`src/rtl/serial_sub_pkg.sv`:
```
// rtl/serial_sub_pkg.sv - shared state encoding and default width for the serial subtractor
package serial_sub_pkg;

  localparam int DEFAULT_WIDTH = 8;

  typedef enum logic [1:0] {
    ST_IDLE  = 2'd0,
    ST_SHIFT = 2'd1,
    ST_DONE  = 2'd2
  } state_e;

endpackage

```
`src/rtl/serial_subtractor_if.sv`:
```
// rtl/serial_subtractor_if.sv - start/busy/done handshake and operand/result bundle
interface serial_subtractor_if
  import serial_sub_pkg::*;
#(
  parameter int WIDTH = DEFAULT_WIDTH
);
  logic             start;
  logic [WIDTH-1:0] a;
  logic [WIDTH-1:0] b;
  logic             bin;
  logic             busy;
  logic             done;
  logic [WIDTH-1:0] d;
  logic             bout;
  logic             d_bit;
  logic             d_bit_valid;
  logic             ovf;

  modport master (
    output start, a, b, bin,
    input  busy, done, d, bout, d_bit, d_bit_valid, ovf
  );

  modport slave (
    input  start, a, b, bin,
    output busy, done, d, bout, d_bit, d_bit_valid, ovf
  );
endinterface

```
`src/rtl/full_subtractor.sv`:
```
// rtl/full_subtractor.sv - single-bit combinational full subtractor x - y - bi
module full_subtractor (
  input  logic x,
  input  logic y,
  input  logic bi,
  output logic diff,
  output logic bo
);
  assign diff = x ^ y ^ bi;
  assign bo   = (~x & y) | (~(x ^ y) & bi);
endmodule

```
`src/rtl/serial_subtractor.sv`:
```
// rtl/serial_subtractor.sv - bit-serial D = A - B - Bin, LSB first; SERIAL_SUB_OVF_EN adds signed overflow
module serial_subtractor
  import serial_sub_pkg::*;
#(
  parameter int WIDTH = DEFAULT_WIDTH
) (
  input logic                clk,
  input logic                rst_n,
  serial_subtractor_if.slave bus
);
  localparam int CNT_W = $clog2(WIDTH + 1);
  localparam logic [CNT_W-1:0] LAST_CNT = CNT_W'(WIDTH - 1);

  state_e           state_q, state_d;
  logic [WIDTH-1:0] sa_q, sa_d, sb_q, sb_d, res_q, res_d, d_q, d_d;
  logic [CNT_W-1:0] cnt_q, cnt_d;
  logic             borrow_q, borrow_d, bout_q, bout_d, d_bit_q, d_bit_d;
  logic             diff, brw;
  logic             accept, last_shift;

  full_subtractor u_cell (
    .x    (sa_q[0]),
    .y    (sb_q[0]),
    .bi   (borrow_q),
    .diff (diff),
    .bo   (brw)
  );

  assign accept     = (state_q == ST_IDLE) && bus.start;
  assign last_shift = (state_q == ST_SHIFT) && (cnt_q == LAST_CNT);

  always_comb begin
    state_d  = state_q;
    sa_d     = sa_q;
    sb_d     = sb_q;
    res_d    = res_q;
    d_d      = d_q;
    cnt_d    = cnt_q;
    borrow_d = borrow_q;
    bout_d   = bout_q;
    d_bit_d  = d_bit_q;
    case (state_q)
      ST_IDLE: begin
        if (bus.start) begin
          sa_d     = bus.a;
          sb_d     = bus.b;
          borrow_d = bus.bin;
          res_d    = '0;
          cnt_d    = '0;
          state_d  = ST_SHIFT;
        end
      end
      ST_SHIFT: begin
        d_bit_d  = diff;
        res_d    = {diff, res_q[WIDTH-1:1]};
        sa_d     = {1'b0, sa_q[WIDTH-1:1]};
        sb_d     = {1'b0, sb_q[WIDTH-1:1]};
        borrow_d = brw;
        cnt_d    = cnt_q + 1'b1;
        if (cnt_q == LAST_CNT) begin
          // Result registers load on the way into DONE so d/bout stay frozen through IDLE.
          d_d     = {diff, res_q[WIDTH-1:1]};
          bout_d  = brw;
          state_d = ST_DONE;
        end
      end
      ST_DONE: state_d = ST_IDLE;
      default: state_d = ST_IDLE;
    endcase
  end

  always_ff @(posedge clk) begin
    if (!rst_n) begin
      state_q  <= ST_IDLE;
      sa_q     <= '0;
      sb_q     <= '0;
      res_q    <= '0;
      d_q      <= '0;
      cnt_q    <= '0;
      borrow_q <= 1'b0;
      bout_q   <= 1'b0;
      d_bit_q  <= 1'b0;
    end else begin
      state_q  <= state_d;
      sa_q     <= sa_d;
      sb_q     <= sb_d;
      res_q    <= res_d;
      d_q      <= d_d;
      cnt_q    <= cnt_d;
      borrow_q <= borrow_d;
      bout_q   <= bout_d;
      d_bit_q  <= d_bit_d;
    end
  end

`ifdef SERIAL_SUB_OVF_EN
  logic a_msb_q, b_msb_q, ovf_q;

  always_ff @(posedge clk) begin
    if (!rst_n) begin
      a_msb_q <= 1'b0;
      b_msb_q <= 1'b0;
      ovf_q   <= 1'b0;
    end else if (accept) begin
      a_msb_q <= bus.a[WIDTH-1];
      b_msb_q <= bus.b[WIDTH-1];
      ovf_q   <= 1'b0;
    end else if (last_shift) begin
      ovf_q   <= (a_msb_q != b_msb_q) && (diff != a_msb_q);
    end
  end

  assign bus.ovf = ovf_q;
`else
  assign bus.ovf = 1'b0;
`endif

  assign bus.busy        = (state_q != ST_IDLE);
  assign bus.done        = (state_q == ST_DONE);
  assign bus.d_bit_valid = (state_q == ST_SHIFT);
  assign bus.d_bit       = d_bit_q;
  assign bus.d           = d_q;
  assign bus.bout        = bout_q;
endmodule

```
`src/flat_wrapper.sv`:
```
// flat-port wrapper written by rule: the top's interface ports become plain ports
module serial_subtractor_flat import serial_sub_pkg::*;
#(
  parameter int WIDTH = DEFAULT_WIDTH
)
  (clk, rst_n, bus_start, bus_a, bus_b, bus_bin, bus_busy, bus_done, bus_d, bus_bout, bus_d_bit, bus_d_bit_valid, bus_ovf);
  serial_subtractor_if #(.WIDTH(WIDTH)) bus_i ();
  input logic clk;
  input logic rst_n;
  input wire logic [$bits(bus_i.start)-1:0] bus_start;
  input wire logic [$bits(bus_i.a)-1:0] bus_a;
  input wire logic [$bits(bus_i.b)-1:0] bus_b;
  input wire logic [$bits(bus_i.bin)-1:0] bus_bin;
  output wire logic [$bits(bus_i.busy)-1:0] bus_busy;
  output wire logic [$bits(bus_i.done)-1:0] bus_done;
  output wire logic [$bits(bus_i.d)-1:0] bus_d;
  output wire logic [$bits(bus_i.bout)-1:0] bus_bout;
  output wire logic [$bits(bus_i.d_bit)-1:0] bus_d_bit;
  output wire logic [$bits(bus_i.d_bit_valid)-1:0] bus_d_bit_valid;
  output wire logic [$bits(bus_i.ovf)-1:0] bus_ovf;
  assign bus_i.start = bus_start;
  assign bus_i.a = bus_a;
  assign bus_i.b = bus_b;
  assign bus_i.bin = bus_bin;
  assign bus_busy = bus_i.busy;
  assign bus_done = bus_i.done;
  assign bus_d = bus_i.d;
  assign bus_bout = bus_i.bout;
  assign bus_d_bit = bus_i.d_bit;
  assign bus_d_bit_valid = bus_i.d_bit_valid;
  assign bus_ovf = bus_i.ovf;
  serial_subtractor #(.WIDTH(WIDTH)) u_core (.clk(clk), .rst_n(rst_n), .bus(bus_i));
endmodule
```
`config.mk`:
```
export PLATFORM = sky130hd
export DESIGN_NAME = serial_subtractor_flat
export DESIGN_NICKNAME = d
export VERILOG_FILES = /design/src/rtl/serial_sub_pkg.sv /design/src/rtl/serial_subtractor_if.sv /design/src/rtl/full_subtractor.sv /design/src/rtl/serial_subtractor.sv /design/src/flat_wrapper.sv
export SDC_FILE = /design/constraint.sdc
export NUM_CORES = 1
export LEC_CHECK = 0
export CAP_MARGIN = 5
export CORE_MARGIN = 3
export CORE_UTILIZATION = 42
export CTS_CLUSTER_DIAMETER = 200
export CTS_CLUSTER_SIZE = 12
export DETAILED_ROUTE_END_ITERATION = 10
export GPL_TIMING_DRIVEN = 0
export PLACE_DENSITY_LB_ADDON = 0.1
export SYNTH_ARGS = -nofsm -noshare
export SYNTH_HDL_FRONTEND = slang
export SYNTH_SLANG_ARGS = --single-unit
```
`constraint.sdc`:
```
create_clock -name clk -period 3.95 [get_ports clk]
set_input_delay 0.79 -clock clk [delete_from_list [all_inputs] [get_ports clk]]
set_output_delay 0.79 -clock clk [all_outputs]
set_load 0.1 [all_outputs]
```
Yosys cells after proc, flatten, opt, wreduce, memory -nomap -nowiden
Index checks and enable logic that the tools add are counted.
Word-level totals
  register bits: 41
  input port bits: 20
  logic and storage cells: 41
Cells by class
  add/sub/neg operators: 1
  equality and inequality tests: 5
  muxes and demuxes: 13
  bitwise logic cells: 7
  reduce and logical (&&, ||, !) cells: 6
Operators with widths (count)
  8-bit one-hot mux with 2 select lines: 3
  8-bit 2-to-1 mux: 3
  4-bit one-hot mux with 2 select lines: 1
  2-bit AND reduction: 3
  4-bit by 1-bit adder with 4-bit output, second input constant: 1
  4-bit by 3-bit equality test with 1-bit output, second input constant: 1
  2-bit 2-to-1 mux: 2
  4-bit 2-to-1 mux: 1
  2-bit one-hot mux with 2 select lines: 1
  2-bit nonzero test: 2
  1-bit AND: 2
  2-bit by 1-bit equality test with 1-bit output, second input constant: 1
  2-bit equality test, second input constant: 1
  2-bit logical NOT: 1
  2-bit by 1-bit != test with 1-bit output, second input constant: 1
  2-bit != test, second input constant: 1
  1-bit inverter: 2
  1-bit one-hot mux with 2 select lines: 1
  1-bit XOR: 2
  1-bit 2-to-1 mux: 1
  1-bit bitwise OR: 1

Depth between registers and ports, before layout
Gate-level depths: netlist (run 1).
  depth in word-level cells: 5
  mapped depth: 6

Cells and area by module
From an unflattened synthesis (run 1), not the netlist that was laid out.
Second synthesis, totals
  cell total of the unflattened synthesis: 185
  area, all modules: 1741.7 µm²
By module, submodules not included
  serial_subtractor: instances 1, cells an instance 181, area each 1710.4 µm², seq. area each 800.8 µm²
  full_subtractor: instances 1, cells an instance 4, area each 31.3 µm², seq. area each 0.0 µm²

Worst setup path after synthesis (run 1)
No wires, ideal clock.
  kind: register to output
  start: reg u_core.state_q[1]
  end: out bus_done
  arrival: 2.021 ns
  path slack: 1.139 ns
  stages on the path, launching flop included: 4
  cells stage by stage: dfxtp_1 clkinv_1 clkbuf_1 nor2_1
Between the ends
  longest elaborated chain between the ends: 1
RTL lines
  from (decl): RTL line serial_subtractor.sv:14  | state_e state_q, state_d;
  from (signal assigned): RTL line serial_subtractor.sv:84  | state_q <= state_d;
  2-bit equality test: RTL line serial_subtractor.sv:119  | assign bus.done = (state_q == ST_DONE);
  to (decl): RTL line flat_wrapper.sv:15  | output wire logic [$bits(bus_i.done)-1:0] bus_done;
Every way passes these cells.

Worst setup path in the final report (run 1)
Same ends and word-level chain as after synthesis.

==> results of run 1 <==
## worst max-delay path by stage
stage / endpoint / slack [ns]
detailed placement: bus_done / 0.91
global route: bus_done / 0.46
finish: bus_done / 0.57
CTS: bus_done / 0.58
global placement: bus_done / 0.93
floorplan: bus_done / 1.14
## through the flow
step                      setup slack (ns)  std cells  hold WS (ns)  utilization [%]  cell area, sq um
after floorplan                       1.14        196         0.438                -              1770
after global placement               0.935        274         0.447             55.2              2130
after detailed placement             0.907        274         0.445             55.2              2130
after CTS                            0.579        282         0.463             57.6              2220
after global routing                 0.462        282         0.482             57.6              2220
final                                0.572        282         0.461             57.6              2220
## final cells by class
cell class	instances	share of cell area [%]
Timing Repair Buffer	30	13.5
Buffer	18	4.73
Inverter	10	1.69
Sequential cell	40	36.1
Multi-Input combinational cell	128	37.1
Clock inverter	2	0.451
Tap cell	48	2.70
Clock buffer	6	3.72
## power by group through the flow
stage                     Combinational, uW  Clock, uW  Sequential [uW]
after global placement                  122          0              446
after detailed placement                125          0              447
after global routing                    136        302              440
final                                   126        279              437
after floorplan                        79.4          0              450
after CTS                               126        287              437
## tightest hold or removal path, stage by stage, from the launching register on
cell     delay (ns)
dfxtp_1        0.31
nand2_1        0.05
mux2i_1        0.05
## flip-flops by register name, summed over array words and instances, names as in the netlist
register and cells:
u_core.bus.d 8, u_core.sa_q 8, u_core.sb_q 8, u_core.res_q 7
u_core.cnt_q 4, u_core.state_q 2, u_core.borrow_q 1, u_core.bus.bout 1
u_core.bus.d_bit 1
## cell usage in the layout (no fill, tap or decap), types with 7 or more instances in the layout
master            n
clkdlybuf4s50_1  30
o22ai_1           8
o221ai_1         14
inv_1             8
nor2_1           10
mux2i_1           9
nand2_1          22
a22oi_1           7
a21oi_1          18
dfxtp_1          40
clkbuf_1          8
o21ai_0          10
or3b_2            9
## layer usage
layer  part of all wire, %  routed length (um)  up-vias  GRT usage (%)
met5                     0                   0        -              0
met4                   1.4                  58        0           6.26
met3                   4.4                 189        6           5.54
met2                    51                2160       35           28.7
met1                    44                1860      764           21.1
li1                      -                   -      780              -
## logic make-up after synthesis
logic type                 count (synthesis)  synth area share (%)
AOI/OAI and AO/OA                         65                  24.5
and+or+nand+nor                           51                  15.0
DFF                                       40                  45.3
buffers and inverters                     28                  8.07
muxes                                      9                  5.10
adders and majority gates                  2                  1.84
other                                      1                 0.212
==> flow_metrics.env, run 1 <==
export IMPL_core_area_sq_um=3850
export IMPL_status="finished clean"
export IMPL_rrSetupSlack_ns=2.48
export IMPL_setup_tns_ns=0
export IMPL_cts_tree="yes"
export IMPL_grt_setup_unrepaired="false"
export IMPL_grt_max_degree=13
export IMPL_ys_async_sr_fraction_pct=0
export IMPL_p_leak_uw=0.000800
export IMPL_grt_pass1_vias=1553
export IMPL_hold_path_endpoint="u_core.bus.d[6]$_SDFFE_PN0P_"
export IMPL_slowest_delay_ns=1.14
export IMPL_hold_path_class="reg -> reg"
export IMPL_grt_pass1_wl_um=6980
export IMPL_drive_gt1_share_pct=12.8
export IMPL_num_rows=22
export IMPL_place_hpwl_um=3020
export IMPL_crit_fanout=10
export IMPL_crit_type="reg -> out"
export IMPL_fillers=364
export IMPL_ctsResizeCount=0
export IMPL_max_freq_ghz=0.296
export IMPL_detail_route_wl_per_cell_um=15.1
export IMPL_seq_area_frac_synth_pct=45.3
export IMPL_cts_buffer_depth=2
export IMPL_reg2reg_depth=4
export IMPL_regArea_sq_um=801
export IMPL_synthTopCellsByArea="dfxtp_1 (45%), o221ai_1 (6.9%), a21oi_1 (5.1%)"
export IMPL_synth_most_common_cell="dfxtp_1"
export IMPL_cp_num_cells=4
export IMPL_htreeDepth=2
export IMPL_power_density_nw_per_um2=379
export IMPL_comb_power_share_pct=14.9
export IMPL_avgSynthCellArea_sq_um=9.02
export IMPL_ant_nets=0
export IMPL_grt_usage_pct=17.4
export IMPL_worst_pin_slew_ns=0.979
export IMPL_clock_skew_ns=0.00562
export IMPL_synth_seq_cells=40
export IMPL_cp_buffers_inverters=3
export IMPL_yosysWarningCount=0
export IMPL_ys_types=35
export IMPL_slew_headroom_pct=34.5
export IMPL_root_buffer="clkbuf_8"
export IMPL_arrival_ns=2.59
export IMPL_grt_ovfl_total=0
export IMPL_synth_top_area_cell="dfxtp_1"
export IMPL_drt_iter0_drc=92
export IMPL_fin_nets=255
export IMPL_cts_setup_buffers=0
export IMPL_hp_start="u_core.bus.d[6]$_SDFFE_PN0P_"
export IMPL_dieHeight_um=70.9
export IMPL_numCtsBuffers=5
export IMPL_critPathRequiredTime_ns=3.16
export IMPL_switching_share_pct=27.0
export IMPL_dr_pass1_iters=4
export IMPL_ys_top_cells_by_count="dfxtp_1 (40), nand2_1 (22), a21oi_1 (18)"
export IMPL_antenna_found_initial=0
export IMPL_clk_pin_slew_worst_paths_ns=0.07
export IMPL_multi_input_area_sq_um=825
export IMPL_pwr_share_clk_pct=33.1
export IMPL_fin_crit_ns=3.38
export IMPL_die_w_um=70.9
export IMPL_crit_path_start_kind="flip-flop"
export IMPL_crit_slowest_cell="clkdlybuf4s50_1"
export IMPL_period_share_pct=85.5
export IMPL_viasPerCell=5.62
export IMPL_slew_viol_final=0
export IMPL_synth_fp_nets=218
export IMPL_p_int_uw=614
export IMPL_vdd_drop_max_mv=0.310
export IMPL_yosysTopAreaCellShare_pct=45.3
export IMPL_synth_top_flop_cell="dfxtp_1"
export IMPL_whs_path_depth=2
export IMPL_report_power_total_uw=842
export IMPL_synthesis_area_sq_um=1770
export IMPL_drv_cap=0
export IMPL_synth_cells=196
export IMPL_gp_congestion=0.749
export IMPL_worstReg2RegEnd="u_core.sb_q[1]$_SDFFE_PN0P_"
export IMPL_holdBufCountCts=0
export IMPL_syn_to_final_growth_pct=25.6
export IMPL_vias=1585
export IMPL_switchingPower_uw=227
export IMPL_path_cells="clkinv_1, clkbuf_1, nor2_1, clkdlybuf4s50_1"
export IMPL_die_area_sq_um=5020
export IMPL_worst_setup_path_end_kind="output port"
export IMPL_seq_power_share_pct=52.0
export IMPL_cts_sinks=40
export IMPL_timing_rr_start="u_core.state_q[1]$_SDFFE_PN0P_"
export IMPL_setup_viol=0
export IMPL_crit_family="buffers and inverters"
export IMPL_hold_viol_final=0
export IMPL_crit_start="u_core.state_q[1]$_SDFFE_PN0P_"
export IMPL_start_util_pct=45.9
export IMPL_io_buffers=30
export IMPL_drc=0
export IMPL_wirelength_um=4260
export IMPL_io_pins=34
export IMPL_diodes=0
export IMPL_insertion_delay_ns=0.29
export IMPL_synth_edf_count=0
(Power assumes the default switching activity.)
==> run 2, diff against run 1 <==
- CAP_MARGIN: 5 -> 20
- CORE_MARGIN: 3 -> 2
==> run 2 against run 1 <==
Effect of this change:
- wire length is 2.7% lower
- utilization decreased by 2.5 points
- count of clock-buffer cells in the layout is 2 higher
- global-route usage is 2.5 points higher
- combinational power hardly changed
==> flow_metrics.env, run 2 (synthesized netlist as in run 1, its figures left out) <==
export IMPL_hold_viol_final=0
export IMPL_clock_skew_ns=0.00259
export IMPL_period_share_pct=84.8
export IMPL_vdd_drop_max_mv=0.259
export IMPL_holdBufCountCts=0
export IMPL_setup_viol=0
export IMPL_fin_crit_ns=3.35
export IMPL_reg2reg_depth=4
export IMPL_cts_buffer_depth=2
export IMPL_start_util_pct=43.9
export IMPL_detail_route_wl_per_cell_um=14.6
export IMPL_die_area_sq_um=4740
export IMPL_cts_tree="yes"
export IMPL_grt_usage_pct=19.9
export IMPL_crit_path_end="bus_done"
export IMPL_grt_ovfl_total=0
export IMPL_critPathRequiredTime_ns=3.16
export IMPL_crit_fanout=10
export IMPL_fillers=385
export IMPL_power_density_nw_per_um2=376
export IMPL_dr_pass1_iters=4
export IMPL_syn_to_final_growth_pct=25.6
export IMPL_die_w_um=68.9
export IMPL_crit_path_start_kind="flip-flop"
export IMPL_crit_type="reg -> out"
export IMPL_vias=1552
export IMPL_place_hpwl_um=3030
export IMPL_final_common_cell="dfxtp_1"
export IMPL_post_dp_cell_area_sq_um=2130
export IMPL_final_cell_mix="dfxtp_1 (40), clkdlybuf4s50_1 (30), nand2_1 (22), a21oi_1 (18), o221ai_1 (14)"
export IMPL_gp_congestion=0.813
export IMPL_status="finished clean"
export IMPL_utilization_pct=55.1
export IMPL_setup_tns_ns=0
export IMPL_diodes=0
export IMPL_final_area_sq_um=2220
export IMPL_report_power_total_uw=836
export IMPL_slew_viol_final=0
export IMPL_hold_path_class="reg -> reg"
export IMPL_grt_pass1_wl_um=6860
export IMPL_ctsResizeCount=0
export IMPL_p_leak_uw=0.000794
export IMPL_htreeDepth=2
export IMPL_core_area_sq_um=4030
export IMPL_clk_pin_slew_worst_paths_ns=0.07
export IMPL_insertion_delay_ns=0.29
export IMPL_fin_nets=255
export IMPL_cts_setup_buffers=0
export IMPL_io_pins=34
export IMPL_worst_setup_path_end_kind="output port"
export IMPL_root_buffer="clkbuf_8"
export IMPL_num_rows=23
export IMPL_numCtsBuffers=5
export IMPL_drt_iter0_drc=125
export IMPL_drv_cap=0
export IMPL_worst_pin_slew_ns=0.980
export IMPL_grt_max_degree=12
export IMPL_drive_gt1_share_pct=12.0
export IMPL_arrival_ns=2.56
export IMPL_antenna_found_initial=0
export IMPL_viasPerCell=5.46
export IMPL_grt_setup_unrepaired="false"
export IMPL_wirelength_um=4150
export IMPL_crit_start="u_core.state_q[1]$_SDFFE_PN0P_"
export IMPL_drc=0
export IMPL_dieHeight_um=68.9
export IMPL_rrSetupSlack_ns=2.51
export IMPL_worstReg2RegEnd="u_core.sa_q[5]$_SDFFE_PN0P_"
export IMPL_io_buffers=30
export IMPL_slew_headroom_pct=34.5
export IMPL_max_freq_ghz=0.299
export IMPL_timing_rr_start="u_core.state_q[1]$_SDFFE_PN0P_"
export IMPL_grt_pass1_vias=1451
export IMPL_cts_sinks=40
export IMPL_ant_nets=0
## run 2: cell count changes in the layout (fill, tap and decap cells not counted)
cell,previous run,this run
clkbuf_1,8,10
clkinv_2,2,0
## run 2: area by class of cell
cell class                      count  area, sq um  area share [%]
Multi-Input combinational cell    128          825            37.1
Sequential cell                    40          801            36.1
Clock buffer                        8         90.1            4.06
Inverter                           10         37.5            1.69
Tap cell                           50         62.6            2.82
Buffer                             18          105            4.73
Timing Repair Buffer               30          300            13.5
## run 2: per-layer routing
layer	routed length, um	share of wire (%)	GRT usage (%)	up-vias
met4	55	1.3	8.09	0
met2	1920	46	29.7	25
met3	158	3.8	3.90	5
li1	-	-	-	783
met1	2010	49	28.1	739
met5	0	0	0	-
## run 2: per-stage QoR
stage,cells,worst slack (ns),hold slack [ns]
global route,284,0.450,0.485
CTS,284,0.614,0.459
floorplan,196,1.14,0.438
global placement,276,0.959,0.443
detailed placement,276,0.956,0.450
finish,284,0.602,0.455
## run 2: critical path: stages (launching register included)
cell and delay [ns]:
dfxtp_1 0.44, clkinv_1 0.25, clkbuf_1 0.28, nor2_1 0.15, clkdlybuf4s50_1 1.14
## run 2: worst min-delay path by stage
stage	start	to	slack, ns	cells after the start
after global routing	u_core.bus.d[1]$_SDFFE_PN0P_	u_core.bus.d[1]$_SDFFE_PN0P_	0.49	2
after floorplan	u_core.res_q[1]$_SDFFE_PN0P_	u_core.bus.d[0]$_SDFFE_PN0P_	0.44	2
after CTS	u_core.bus.d[1]$_SDFFE_PN0P_	u_core.bus.d[1]$_SDFFE_PN0P_	0.46	2
final	u_core.bus.d[3]$_SDFFE_PN0P_	u_core.bus.d[3]$_SDFFE_PN0P_	0.46	2
after global placement	u_core.bus.d[6]$_SDFFE_PN0P_	u_core.bus.d[6]$_SDFFE_PN0P_	0.44	2
after detailed placement	u_core.bus.d[1]$_SDFFE_PN0P_	u_core.bus.d[1]$_SDFFE_PN0P_	0.45	2
## run 2: power by group
part | switching, uW | leakage (uW) | total [uW] | internal, uW
registers | 15.6 | 0.000327 | 438 | 422
logic | 71.7 | 0.000421 | 125 | 52.8
clock network | 131 | 0.0000455 | 273 | 142
total | 218 | 0.000794 | 836 | 617
